**config.mk**
```make
export PLATFORM = sky130hd
export DESIGN_NAME = booth_seq_mult_ctrl_flat
export DESIGN_NICKNAME = d
export VERILOG_FILES = /design/src/rtl/booth_pkg.sv /design/src/rtl/booth_seq_mult_ctrl_if.sv /design/src/rtl/booth_step_w.sv /design/src/rtl/booth_seq_mult_ctrl.sv /design/src/flat_wrapper.sv
export SDC_FILE = /design/constraint.sdc
export NUM_CORES = 1
export LEC_CHECK = 0
export BUFFER_PORTS_ARGS = -buffer_cell sky130_fd_sc_hd__buf_2
export CAP_MARGIN = 20
export CORE_MARGIN = 2
export CORE_UTILIZATION = 51
export DETAILED_ROUTE_END_ITERATION = 10
export MAX_ROUTING_LAYER = met4
export PLACE_DENSITY = 0.83
export SLEW_MARGIN = 40
export SYNTH_ARGS = -nofsm -noshare
export SYNTH_HDL_FRONTEND = slang
export SYNTH_SLANG_ARGS = --single-unit
```
**constraint.sdc**
```tcl
create_clock -name clk -period 3.9 [get_ports clk]
set_input_delay 0.39 -clock clk [delete_from_list [all_inputs] [get_ports clk]]
set_output_delay 0.39 -clock clk [all_outputs]
set_load 0.02 [all_outputs]
```
**src/rtl/booth_pkg.sv**
```systemverilog
// Shared types for the sequential radix-2 Booth multiplier: FSM states and
// the per-step Booth operation selected from the multiplier bit pair.
package booth_pkg;

  typedef enum logic [1:0] {
    IDLE = 2'd0,
    RUN  = 2'd1,
    DONE = 2'd2
  } state_t;

  typedef enum logic [1:0] {
    BOOTH_NOP = 2'd0,
    BOOTH_ADD = 2'd1,
    BOOTH_SUB = 2'd2
  } booth_op_t;

  // {Q[0], q_1}: 10 starts a run of ones (subtract), 01 ends one (add).
  function automatic booth_op_t booth_decode(input logic q0, input logic q_1);
    case ({q0, q_1})
      2'b10:   booth_decode = BOOTH_SUB;
      2'b01:   booth_decode = BOOTH_ADD;
      default: booth_decode = BOOTH_NOP;
    endcase
  endfunction

endpackage

```
**src/rtl/booth_seq_mult_ctrl_if.sv**
```systemverilog
// Operand and result channels of the sequential Booth multiplier.
// Both channels use valid/ready: a transfer happens on a rising edge where
// valid and ready are both high; the sender holds valid and data stable until then.
interface booth_seq_mult_ctrl_if #(
  parameter int WIDTH = 32
);
  logic               in_valid;
  logic               in_ready;
  logic [WIDTH-1:0]   in_a;
  logic [WIDTH-1:0]   in_b;
  logic               abort;
  logic               out_valid;
  logic               out_ready;
  logic [2*WIDTH-1:0] out_result;
  logic               busy;

  modport master (
    output in_valid, in_a, in_b, abort, out_ready,
    input  in_ready, out_valid, out_result, busy
  );

  modport slave (
    input  in_valid, in_a, in_b, abort, out_ready,
    output in_ready, out_valid, out_result, busy
  );
endinterface

```
**src/rtl/booth_step_w.sv**
```systemverilog
// One combinational radix-2 Booth step: conditional add/subtract of M into A,
// then arithmetic right shift of {A, Q, q_1} by one bit.
module booth_step_w
  import booth_pkg::*;
#(
  parameter int WIDTH = 32
) (
  input  logic [WIDTH:0]   a,
  input  logic [WIDTH-1:0] q,
  input  logic             q_1,
  input  logic [WIDTH-1:0] m,
  output logic [WIDTH:0]   a_next,
  output logic [WIDTH-1:0] q_next,
  output logic             q_1_next
);

  logic [WIDTH:0] m_ext;
  logic [WIDTH:0] sum;
  booth_op_t      op;

  // One extra accumulator bit keeps -(-2^(WIDTH-1)) representable.
  assign m_ext = {m[WIDTH-1], m};
  assign op    = booth_decode(q[0], q_1);

  always_comb begin
    sum = a;
    case (op)
      BOOTH_ADD: sum = a + m_ext;
      BOOTH_SUB: sum = a - m_ext;
      default:   sum = a;
    endcase
  end

  assign a_next   = {sum[WIDTH], sum[WIDTH:1]};
  assign q_next   = {sum[0], q[WIDTH-1:1]};
  assign q_1_next = q[0];

endmodule

```
**src/rtl/booth_seq_mult_ctrl.sv**
```systemverilog
// Sequential radix-2 Booth signed multiplier: one Booth step per clock,
// operands in and product out over valid/ready channels.
module booth_seq_mult_ctrl
  import booth_pkg::*;
#(
  parameter int WIDTH = 32
) (
  input  logic                  clk,
  input  logic                  rst_n,
  booth_seq_mult_ctrl_if.slave  bus,
  output state_t                fsm_state
);

  localparam int CNT_W = (WIDTH > 1) ? $clog2(WIDTH) : 1;

  state_t             state;
  state_t             next_state;
  logic [WIDTH:0]     acc;
  logic [WIDTH-1:0]   mq;
  logic [WIDTH-1:0]   mcand;
  logic               q_1;
  logic [CNT_W-1:0]   cnt;
  logic [WIDTH:0]     acc_next;
  logic [WIDTH-1:0]   mq_next;
  logic               q_1_next;
  logic               accept;
  logic               last_step;

  booth_step_w #(.WIDTH(WIDTH)) u_step (
    .a        (acc),
    .q        (mq),
    .q_1      (q_1),
    .m        (mcand),
    .a_next   (acc_next),
    .q_next   (mq_next),
    .q_1_next (q_1_next)
  );

  assign accept    = bus.in_valid & bus.in_ready;
  assign last_step = (cnt == CNT_W'(WIDTH - 1));

  always_ff @(posedge clk) begin
    if (!rst_n) state <= IDLE;
    else        state <= next_state;
  end

  always_comb begin
    next_state = state;
    case (state)
      IDLE: if (bus.in_valid) next_state = RUN;
      RUN: begin
        if (bus.abort)      next_state = IDLE;
        else if (last_step) next_state = DONE;
      end
      DONE: begin
        if (bus.out_ready) next_state = bus.in_valid ? RUN : IDLE;
      end
      default: next_state = IDLE;
    endcase
  end

  always_comb begin
    bus.in_ready  = 1'b0;
    bus.out_valid = 1'b0;
    bus.busy      = 1'b0;
    case (state)
      IDLE: bus.in_ready = 1'b1;
      RUN:  bus.busy = 1'b1;
      DONE: begin
        bus.out_valid = 1'b1;
        bus.in_ready  = bus.out_ready;
      end
      default: bus.in_ready = 1'b0;
    endcase
  end

  // Registers hold the finished product through DONE and beyond until the next load.
  always_ff @(posedge clk) begin
    if (!rst_n) begin
      acc   <= '0;
      mq    <= '0;
      mcand <= '0;
      q_1   <= 1'b0;
      cnt   <= '0;
    end else if (accept) begin
      acc   <= '0;
      mq    <= bus.in_b;
      mcand <= bus.in_a;
      q_1   <= 1'b0;
      cnt   <= '0;
    end else if (state == RUN && !bus.abort) begin
      acc   <= acc_next;
      mq    <= mq_next;
      q_1   <= q_1_next;
      cnt   <= cnt + 1'b1;
    end
  end

  assign bus.out_result = {acc[WIDTH-1:0], mq};
  assign fsm_state      = state;

endmodule

```
**src/flat_wrapper.sv**
```systemverilog
// flat-port wrapper written by rule: the top's interface ports become plain ports
module booth_seq_mult_ctrl_flat import booth_pkg::*;
#(
  parameter int WIDTH = 32
)
  (clk, rst_n, fsm_state, bus_in_valid, bus_in_a, bus_in_b, bus_abort, bus_out_ready, bus_in_ready, bus_out_valid, bus_out_result, bus_busy);
  booth_seq_mult_ctrl_if #(.WIDTH(WIDTH)) bus_i ();
  input  logic clk;
  input  logic rst_n;
  output state_t fsm_state;
  input wire logic [$bits(bus_i.in_valid)-1:0] bus_in_valid;
  input wire logic [$bits(bus_i.in_a)-1:0] bus_in_a;
  input wire logic [$bits(bus_i.in_b)-1:0] bus_in_b;
  input wire logic [$bits(bus_i.abort)-1:0] bus_abort;
  input wire logic [$bits(bus_i.out_ready)-1:0] bus_out_ready;
  output wire logic [$bits(bus_i.in_ready)-1:0] bus_in_ready;
  output wire logic [$bits(bus_i.out_valid)-1:0] bus_out_valid;
  output wire logic [$bits(bus_i.out_result)-1:0] bus_out_result;
  output wire logic [$bits(bus_i.busy)-1:0] bus_busy;
  assign bus_i.in_valid = bus_in_valid;
  assign bus_i.in_a = bus_in_a;
  assign bus_i.in_b = bus_in_b;
  assign bus_i.abort = bus_abort;
  assign bus_i.out_ready = bus_out_ready;
  assign bus_in_ready = bus_i.in_ready;
  assign bus_out_valid = bus_i.out_valid;
  assign bus_out_result = bus_i.out_result;
  assign bus_busy = bus_i.busy;
  booth_seq_mult_ctrl #(.WIDTH(WIDTH)) u_core (.clk(clk), .rst_n(rst_n), .bus(bus_i), .fsm_state(fsm_state));
endmodule
```
; ---- Yosys cells after proc, flatten, opt, wreduce, memory -nomap -nowiden
; Cells that the tools add are included.
[op_classes]
n_addsub = 3
eq_ne = 10
mux = 13
bitwise = 2
reduce_logical = 6
[ops]
columns = operator, n
row1 = case mux 33 bit (2 select lines), 1
row2 = 2-to-1 mux 32 bit, 2
row3 = adder 32 x 32 -> 33 bit, 1
row4 = subtractor 32 x 32 -> 33 bit, 1
row5 = 2-to-1 mux 2 bit, 4
row6 = "== test 2 x 1 -> 1 bit, second input constant", 3
row7 = "== test 2 bit, second input constant", 3
row8 = case mux 2 bit (3 select lines), 1
row9 = "adder 5 x 1 -> 5 bit, second input constant", 1
row10 = "== test 5 bit, second input constant", 1
row11 = "inequality test 2 bit, second input constant", 2
row12 = case mux 2 bit (2 select lines), 1
row13 = 2-to-1 mux 1 bit, 3
row14 = "inequality test 3 x 2 -> 1 bit, second input constant", 1
row15 = AND reduction 3 bit, 1
row16 = logical NOT 2 bit, 1
row17 = case mux 1 bit (2 select lines), 1
row18 = nonzero test 2 bit, 1
row19 = OR reduction 2 bit, 1
row20 = AND 1 bit, 1
row21 = logical AND 1 bit, 1
row22 = logical NOT 1 bit, 1
row23 = inverter 1 bit, 1
[totals]
reg_bits = 104
in_bits = 69
output_inout_bits = 69
elab_cells = 40

; ---- Logic depth before layout (Yosys ltp)
; Gate-level depths: netlist of run 1.
[logic_depth]
depth_word = 6
mapped_depth = 19
ltp_nobuf = 18

; ---- By module
; From an unflattened synthesis of run 1, not the netlist that was laid out.
[hier_totals]
cells_unflattened = 1026
area_unflattened_um2 = 7536.0
[modules_own_cells]
columns = mod, instances, cells_each, area_each_um2, seq_area_each_um2
row1 = booth_seq_mult_ctrl, 1, 549, 4351.7, 2102.0
row2 = booth_step_w, 1, 477, 3184.3, 0.0

; ---- Worst setup path after synthesis of run 1
; OpenSTA, ideal clock, no wires.
[synth_timing]
kind = register to register
startpoint = reg u_core.mcand[6]
endpoint = reg, netlist name u_core.acc[31]
setup_time_ps = 70
arrival_time_ps = 3592
t_required_ps = 3830
setup_slack_ps = 237
path_stages_with_launch = 18
n_path_buf = 1
period_less_slack_ps = 3663
cell_sequence = dfxtp_1 -> or3_4 -> nor3_1 -> nand2_1 -> nor2_1 -> and2_1 -> a21oi_1 -> xnor2_1 -> ha_1 -> clkbuf_1 -> a21o_1 -> a21oi_1 -> nor2_1 -> a211o_1 -> a31oi_1 -> o211ai_1 -> or3_1 -> a21oi_1
[synth_between]
elab_chain_cells = 2
elab_cells_between_ends = 3
cone_classes = 2 x add/sub / 1 x mux
[synth_rtl]
columns = element, line
row1 = start: declaration, booth_seq_mult_ctrl.sv:20  ; logic [WIDTH-1:0] mcand;
row2 = start signal: assignment, booth_seq_mult_ctrl.sv:88  ; mcand <= bus.in_a;
row3 = subtractor 32 x 32 -> 33 bit or adder 32 x 32 -> 33 bit (tied branches), "booth_step_w.sv:29, booth_step_w.sv:28"
row4 = case mux 33 bit (2 select lines) *, booth_step_w.sv:27  ; case (op)
; Every way passes the cells marked *; elsewhere a longest branch is shown, timed or not.
; A chain may end at the register's enable or synchronous reset.

; ---- Worst setup path in the final report of run 1
[layout_timing]
startpoint = reg u_core.mcand[10]
endpoint = reg, netlist name u_core.acc[31]
[layout_between]
elab_chain_cells = 2
elab_cells_between_ends = 3
cone_classes = 2 x add/sub / 1 x mux
[layout_rtl]
columns = element, line
row1 = subtractor 32 x 32 -> 33 bit or adder 32 x 32 -> 33 bit (tied branches), "booth_step_w.sv:29, booth_step_w.sv:28"
row2 = case mux 33 bit (2 select lines) *, booth_step_w.sv:27
; Marks and branches as above.

==> results.tsv, run 1 <==
stage	metric	value	unit
setup_path	critPathRequiredTime	4.19	ns
setup_path	setup.worst_path.class	flip-flop to flip-flop	
detailed_routing	postRouteAntennaNets	0	
sta	whs	0.273	ns
finish	fin_cells	1172	
detailed_routing	post_drt_wl_per_cell	15.2	um
synthesis	ys_types	59	
global_route	grt_pass1_wl	29.2	mm
power_and_ir_drop	power	2.98	mW
synthesis	ys_warn_count	0	
synthesis	synth.area.top_cells	dfxtp_1 31%, nand2_1 8.5%, a21boi_0 7.0%	
sta	fin_crit	3.73	ns
setup_path	worstPathArrival	4.02	ns
global_route	grt_pass1_vias	6103	
detailed_routing	first_iter_violations	531	
cts	cts_tree	built	
cts	clk_pin_slew	0.07	ns
floorplanning	core-area	13100	um^2
cts	htree_levels	3	
cts	root_buffer	clkbuf_16	
finish	nets	1096	
place	hpwl	13.2	mm
place	place_congestion	1.02	
global_route	grt_usage	26.0	%
sta	setup_ws	0.169	ns
sta	worstMarginPinSlew	0.777	ns
cts	cts_sinks	104	
synthesis	synthArstFlopShare	0	%
finish	synthToLayoutAreaGrowth	17.5	%
power_and_ir_drop	leakage	3.39	nW
synthesis	yosysTopAreaCell	dfxtp_1	
sta	slew_headroom	48.2	%
sta	hold_viol	0	
floorplanning	chipWidth	119	um
sta	rsz0062_at_grt	no	
synthesis	dominantRegCellSynth	dfxtp_1	
synthesis	syn_avg_cell_area	7.68	um^2
job	cap_violations	0	
synthesis	synth_nets	984	
finish	drive_gt1_share	19.4	%
floorplanning	boundaryPins	138	
floorplanning	start_util	51.5	%
detailed_routing	vias_per_cell	5.69	
synthesis	ys_ff_latch	104	
sta	fmax	0.268	GHz
sta	clock-skew-final	0.0104	ns
global_route	grt_antenna_before_repair	1	
sta	setup_tns	0	ns
floorplanning	fp.dieH	119	um
setup_path	end_kind	flip-flop	
cts	cts_max_path_buffers	2	
place	dp.cells	1155	
place	place_worst_setup_slack	0.184	ns
synthesis	syn_inst	878	
sta	fin_crit_sh	95.7	%
detailed_routing	route.detailed.drc	0	
sta	drv_slew	0	
finish	postLayoutCellArea	7920	um^2
power_and_ir_drop	power_density	376	nW/um^2
finish	final_common_cell	nand2_1	
sta	finalSetupViolCount	0	
global_route	grt_start_max_net_pins	82	
detailed_routing	num_vias	6674	
floorplanning	fp-row-count	42	
global_route	gr-total-overflow	0	
finish	final_util	60.5	%
setup_path	critPathLaunchType	flip-flop	
power_and_ir_drop	ir_worst_vdd	0.389	mV
setup_path	crit_fanout	5	
synthesis	netlist_area	6740	um^2
floorplanning	die_area	14200	um^2
finish	layout.cells.most_common_list	152 x nand2_1, 137 x buf_2, 104 x dfxtp_1	
detailed_routing	first_pass_iters	8	
place	portBuffers	137	
synthesis	ys_seq_area_share	30.9	%
synthesis	synth_top_area_share	30.9	%
run_status	outcome	complete, no violations	
cts	numCtsBuffers	9	
detailed_routing	wl	17.9	mm
place	placed_area	7590	um^2
cts	insertion_delay	0.36	ns
hold_path	hp-class	input pin to flip-flop	
synthesis	synth_enable_flop_cells	0	
Yosys cell counts, types with 8 or more instances:
cell type	count
o211ai_1	19
nor3_1	16
nand4_1	8
nand2_1	153
xnor2_1	47
a21o_1	18
inv_1	18
nand3_1	9
a22oi_1	33
xor2_1	14
clkbuf_1	46
o21ai_0	38
a21oi_1	79
nor2b_1	10
buf_1	9
nor2_1	67
ha_1	36
dfxtp_1	104
a31oi_1	9
a21boi_0	63
area by class of cell:
| class | count | area (um^2) |
|---|---|---|
| Antenna cell | 1 | 2.50 |
| Clock inverter | 6 | 73.8 |
| Tap cell | 176 | 220 |
| Clock buffer | 10 | 229 |
| Timing Repair Buffer | 159 | 851 |
| Inverter | 18 | 67.6 |
| Fill cell | 1167 | 5160 |
| Sequential cell | 104 | 2080 |
| Multi-Input combinational cell | 698 | 4400 |
state kept, by name, summed over array words and instances, names as in the netlist:
register          flops
u_core.q_1            1
u_core.acc           32
u_core.mq            32
u_core.fsm_state      2
u_core.mcand         32
u_core.cnt            5
layer usage:
metal  GRT usage [%]  part of all wire [%]  wire length (um)  up-vias
li1                -                     -                 -     3333
met1            34.8                    47              8420     3061
met2            39.9                    44              7900      248
met3            4.84                   6.7              1190       32
met4            7.89                   2.0               361        0
met5               -                     0                 0        -
worst max-delay path: stages, from the launching register on:
cell	delay, ns
dfxtp_1	0.35
or4_4	0.56
nor3_4	0.17
nand2_1	0.08
nor2_1	0.23
and2_2	0.25
a21oi_1	0.09
xnor2_1	0.13
ha_1	0.31
a21oi_1	0.17
o21ai_0	0.15
a211o_1	0.33
a31oi_1	0.20
o211ai_1	0.14
or3_1	0.38
a21oi_1	0.13
cells by family after synthesis:
group	count (synthesis)	synth area share, %
AOI/OAI and AO/OA	301	29.8
and+or+nand+nor	296	19.5
DFF	104	30.9
buffers and inverters	76	4.49
xor gates and xnor gates	61	7.92
adders and majority gates	37	6.98
muxes	3	0.445
report_power, final:
part / total (mW) / switching [mW] / internal, mW
sequential: 1.17 / 0.0558 / 1.11
clock: 0.953 / 0.444 / 0.509
combinational: 0.856 / 0.508 / 0.349
timing repair:
action                     CTS  global route
hold buffers                 0             0
gates resized for setup      0             6
setup endpoints to repair    0             5
buffers inserted             0             0
worst paths after layout:
path	from	slack, ns	depth (start not counted)	to
setup reg to reg	u_core.mcand[10]$_SDFFE_PN0P_	0.17	15	u_core.acc[31]$_SDFFE_PP0P_
setup / recovery	u_core.mcand[10]$_SDFFE_PN0P_	0.17	15	u_core.acc[31]$_SDFFE_PP0P_
hold / removal	bus_in_a[29]	0.27	3	u_core.mcand[29]$_SDFFE_PN0P_
hold reg to reg	u_core.q_1$_SDFFE_PP0P_	0.46	2	u_core.q_1$_SDFFE_PP0P_
Note: power is estimated with default switching activity, not from simulation.
==> run 2: changes to the inputs <==
--- a/config.mk
+++ b/config.mk
@@ -8,3 +8,3 @@
 export BUFFER_PORTS_ARGS = -buffer_cell sky130_fd_sc_hd__buf_2
-export CAP_MARGIN = 20
+export CAP_MARGIN = 30
 export CORE_MARGIN = 2
==> constraint.sdc (replaced) <==
create_clock -name clk -period 3.9 [get_ports clk]
set_input_delay 0.975 -clock clk [delete_from_list [all_inputs] [get_ports clk]]
set_output_delay 0.975 -clock clk [all_outputs]
set_load 0.02 [all_outputs]
==> results.tsv, run 2 (synthesis gave the netlist of run 1 again) <==
stage	metric	value	unit	change
cts	cts_hold_buf	0		unchanged
setup_path	rr_worst_depth	16		was 15
sta	rsz0062_at_grt	yes		was no
setup_path	critPathLaunchType	flip-flop		unchanged
detailed_routing	postRouteAntennaNets	0		unchanged
detailed_routing	first_pass_iters	5		was 8
global_route	gr-total-overflow	0		unchanged
floorplanning	start_util	51.5	%	unchanged
finish	synthToLayoutAreaGrowth	17.9	%	was 17.5%
setup_path	worstPathArrival	3.99	ns	was 4.02 ns
finish	drive_gt1_share	19.7	%	was 19.4%
floorplanning	boundaryPins	138		unchanged
global_route	grt_usage	26.5	%	was 26.0%
sta	fin_crit	3.68	ns	was 3.73 ns
detailed_routing	wl	17.9	mm	about the same
cts	htree_levels	3		unchanged
sta	finalSetupViolCount	0		unchanged
sta	worstMarginPinSlew	0.694	ns	was 0.777 ns
finish	layout.cells.most_common_list	153 x nand2_1, 137 x buf_2, 104 x dfxtp_1		was 152 x nand2_1, 137 x buf_2, 104 x dfxtp_1
cts	clk_pin_slew	0.08	ns	was 0.07 ns
cts	cts_max_path_buffers	2		unchanged
global_route	grt_pass1_wl	29.7	mm	was 29.2 mm
finish	nets	1098		was 1096
place	place_congestion	0.998		was 1.02
global_route	met3_usage	6.23	%	was 4.84%
place	placed_area	7600	um^2	was 7590 um^2
setup_path	end_kind	flip-flop		unchanged
place	dp.cells	1157		was 1155
sta	slew_headroom	53.7	%	was 48.2%
finish	reg.largest.list	u_core.acc: 32 flops, u_core.mcand: 32 flops, u_core.mq: 32 flops		unchanged
sta	hold_viol	0		unchanged
hold_path	hp-class	flip-flop to flip-flop		was input pin to flip-flop
setup_path	crit_fanout	6		was 5
detailed_routing	post_drt_wl_per_cell	15.3	um	was 15.2 um
cts	insertion_delay	0.37	ns	was 0.36 ns
setup_path	startpoint	u_core.mcand[10]$_SDFFE_PN0P_		unchanged
cts	root_buffer	clkbuf_16		unchanged
hold_path	min_path_cells	2		was 3
power_and_ir_drop	leakage	3.41	nW	was 3.39 nW
setup_path	r2r_start	u_core.mcand[10]$_SDFFE_PN0P_		unchanged
detailed_routing	first_iter_violations	466		was 531
run_status	outcome	complete, no violations		unchanged
setup_path	critPathCapture	u_core.acc[31]$_SDFFE_PP0P_		unchanged
floorplanning	chipWidth	119	um	unchanged
setup_path	timing.rr.end	u_core.acc[31]$_SDFFE_PP0P_		unchanged
sta	clock-skew-final	0.0101	ns	was 0.0104 ns
cts	cts_sinks	104		unchanged
global_route	grt_start_max_net_pins	68		was 82
floorplanning	die_area	14200	um^2	unchanged
sta	fmax	0.271	GHz	was 0.268 GHz
place	place_worst_setup_slack	0.180	ns	was 0.184 ns
finish	postLayoutCellArea	7950	um^2	was 7920 um^2
place	portBuffers	137		unchanged
finish	final_common_cell	nand2_1		unchanged
global_route	busiest_layer	met2		unchanged
finish	fin_cells	1173		was 1172
power_and_ir_drop	power_density	378	nW/um^2	was 376 nW/um^2
detailed_routing	num_vias	6620		was 6674
sta	setup_ws	0.216	ns	was 0.169 ns
power_and_ir_drop	ir_worst_vdd	0.305	mV	was 0.389 mV
sta	setup_tns	0	ns	unchanged
sta	whs	0.467	ns	was 0.273 ns
job	cap_violations	0		unchanged
cts	cts_tree	built		unchanged
setup_path	setup.worst_path.class	flip-flop to flip-flop		unchanged
detailed_routing	vias_per_cell	5.64		was 5.69
global_route	gr-usage-met1	35.0	%	was 34.8%
floorplanning	core-area	13100	um^2	unchanged
floorplanning	fp.dieH	119	um	unchanged
sta	fin_crit_sh	94.5	%	was 95.7%
global_route	grtUsageMet2	40.8	%	was 39.9%
global_route	grt_pass1_vias	6175		was 6103
floorplanning	fp-row-count	42		unchanged
sta	drv_slew	0		unchanged
setup_path	reg2reg_slack	0.22	ns	was 0.17 ns
setup_path	critPathRequiredTime	4.21	ns	was 4.19 ns
place	hpwl	13.2	mm	about the same
cts	numCtsBuffers	9		unchanged
global_route	grt_antenna_before_repair	0		was 1
finish	diodes	0		was 1
detailed_routing	route.detailed.drc	0		unchanged
[run 2: worst min-delay path by stage]
stage	from	endpoint
6_report	u_core.cnt[4]$_SDFFE_PP0P_	u_core.cnt[4]$_SDFFE_PP0P_
5_1_grt	u_core.cnt[4]$_SDFFE_PP0P_	u_core.cnt[4]$_SDFFE_PP0P_
4_1_cts	u_core.cnt[4]$_SDFFE_PP0P_	u_core.cnt[4]$_SDFFE_PP0P_
3_5_place_dp	u_core.cnt[4]$_SDFFE_PP0P_	u_core.cnt[4]$_SDFFE_PP0P_
3_3_place_gp	u_core.q_1$_SDFFE_PP0P_	u_core.q_1$_SDFFE_PP0P_
2_1_floorplan	u_core.q_1$_SDFFE_PP0P_	u_core.q_1$_SDFFE_PP0P_
[run 2: metrics by stage]
stage | util (%) | power [mW]
3_3_place_gp | 58.1 | 2.02
5_1_grt | 60.8 | 3.16
3_5_place_dp | 58.1 | 2.04
4_1_cts | 60.6 | 3.01
2_1_floorplan | - | 1.81
6_report | 60.8 | 3.01
[run 2: timing repair]
item,in CTS,in global routing
gates resized for setup,0,8
buffers inserted,0,0
endpoints found under the setup margin,0,5
[run 2: where the power goes]
group	switching [mW]	internal (mW)	leakage, nW
logic	0.508	0.353	2.40
registers	0.0554	1.11	0.850
clock network	0.460	0.518	0.157
total	1.02	1.98	3.41
[run 2: cell type report]
| type | count | area (um^2) |
|---|---|---|
| tap | 176 | 220 |
| clock inverter | 7 | 95.1 |
| sequential | 104 | 2080 |
| multi-input combinational | 698 | 4390 |
| timing repair buffer | 161 | 866 |
| fill | 1184 | 5130 |
| clock buffer | 9 | 225 |
| inverter | 18 | 67.6 |
[run 2: worst max-delay path, stage by stage, from the launching register on]
cell and delay, ns:
dfxtp_1 0.36, or4_4 0.56, nor3_4 0.16, nand2_1 0.09, nor2_2 0.16, and2_2 0.22
a21oi_1 0.09, xnor2_1 0.14, ha_1 0.36, a21o_1 0.18, a21oi_1 0.15, nor2_1 0.05
a211o_1 0.28, a31oi_1 0.21, o211ai_1 0.14, or3_1 0.35, a21oi_1 0.14
[run 2: layer usage]
metal,vias to the layer above,share of wire (%),wire length [um]
li1,3349,-,-
met1,3003,46,8250
met3,28,7.4,1320
met5,-,0,0
met4,0,1.8,320
met2,240,45,8030
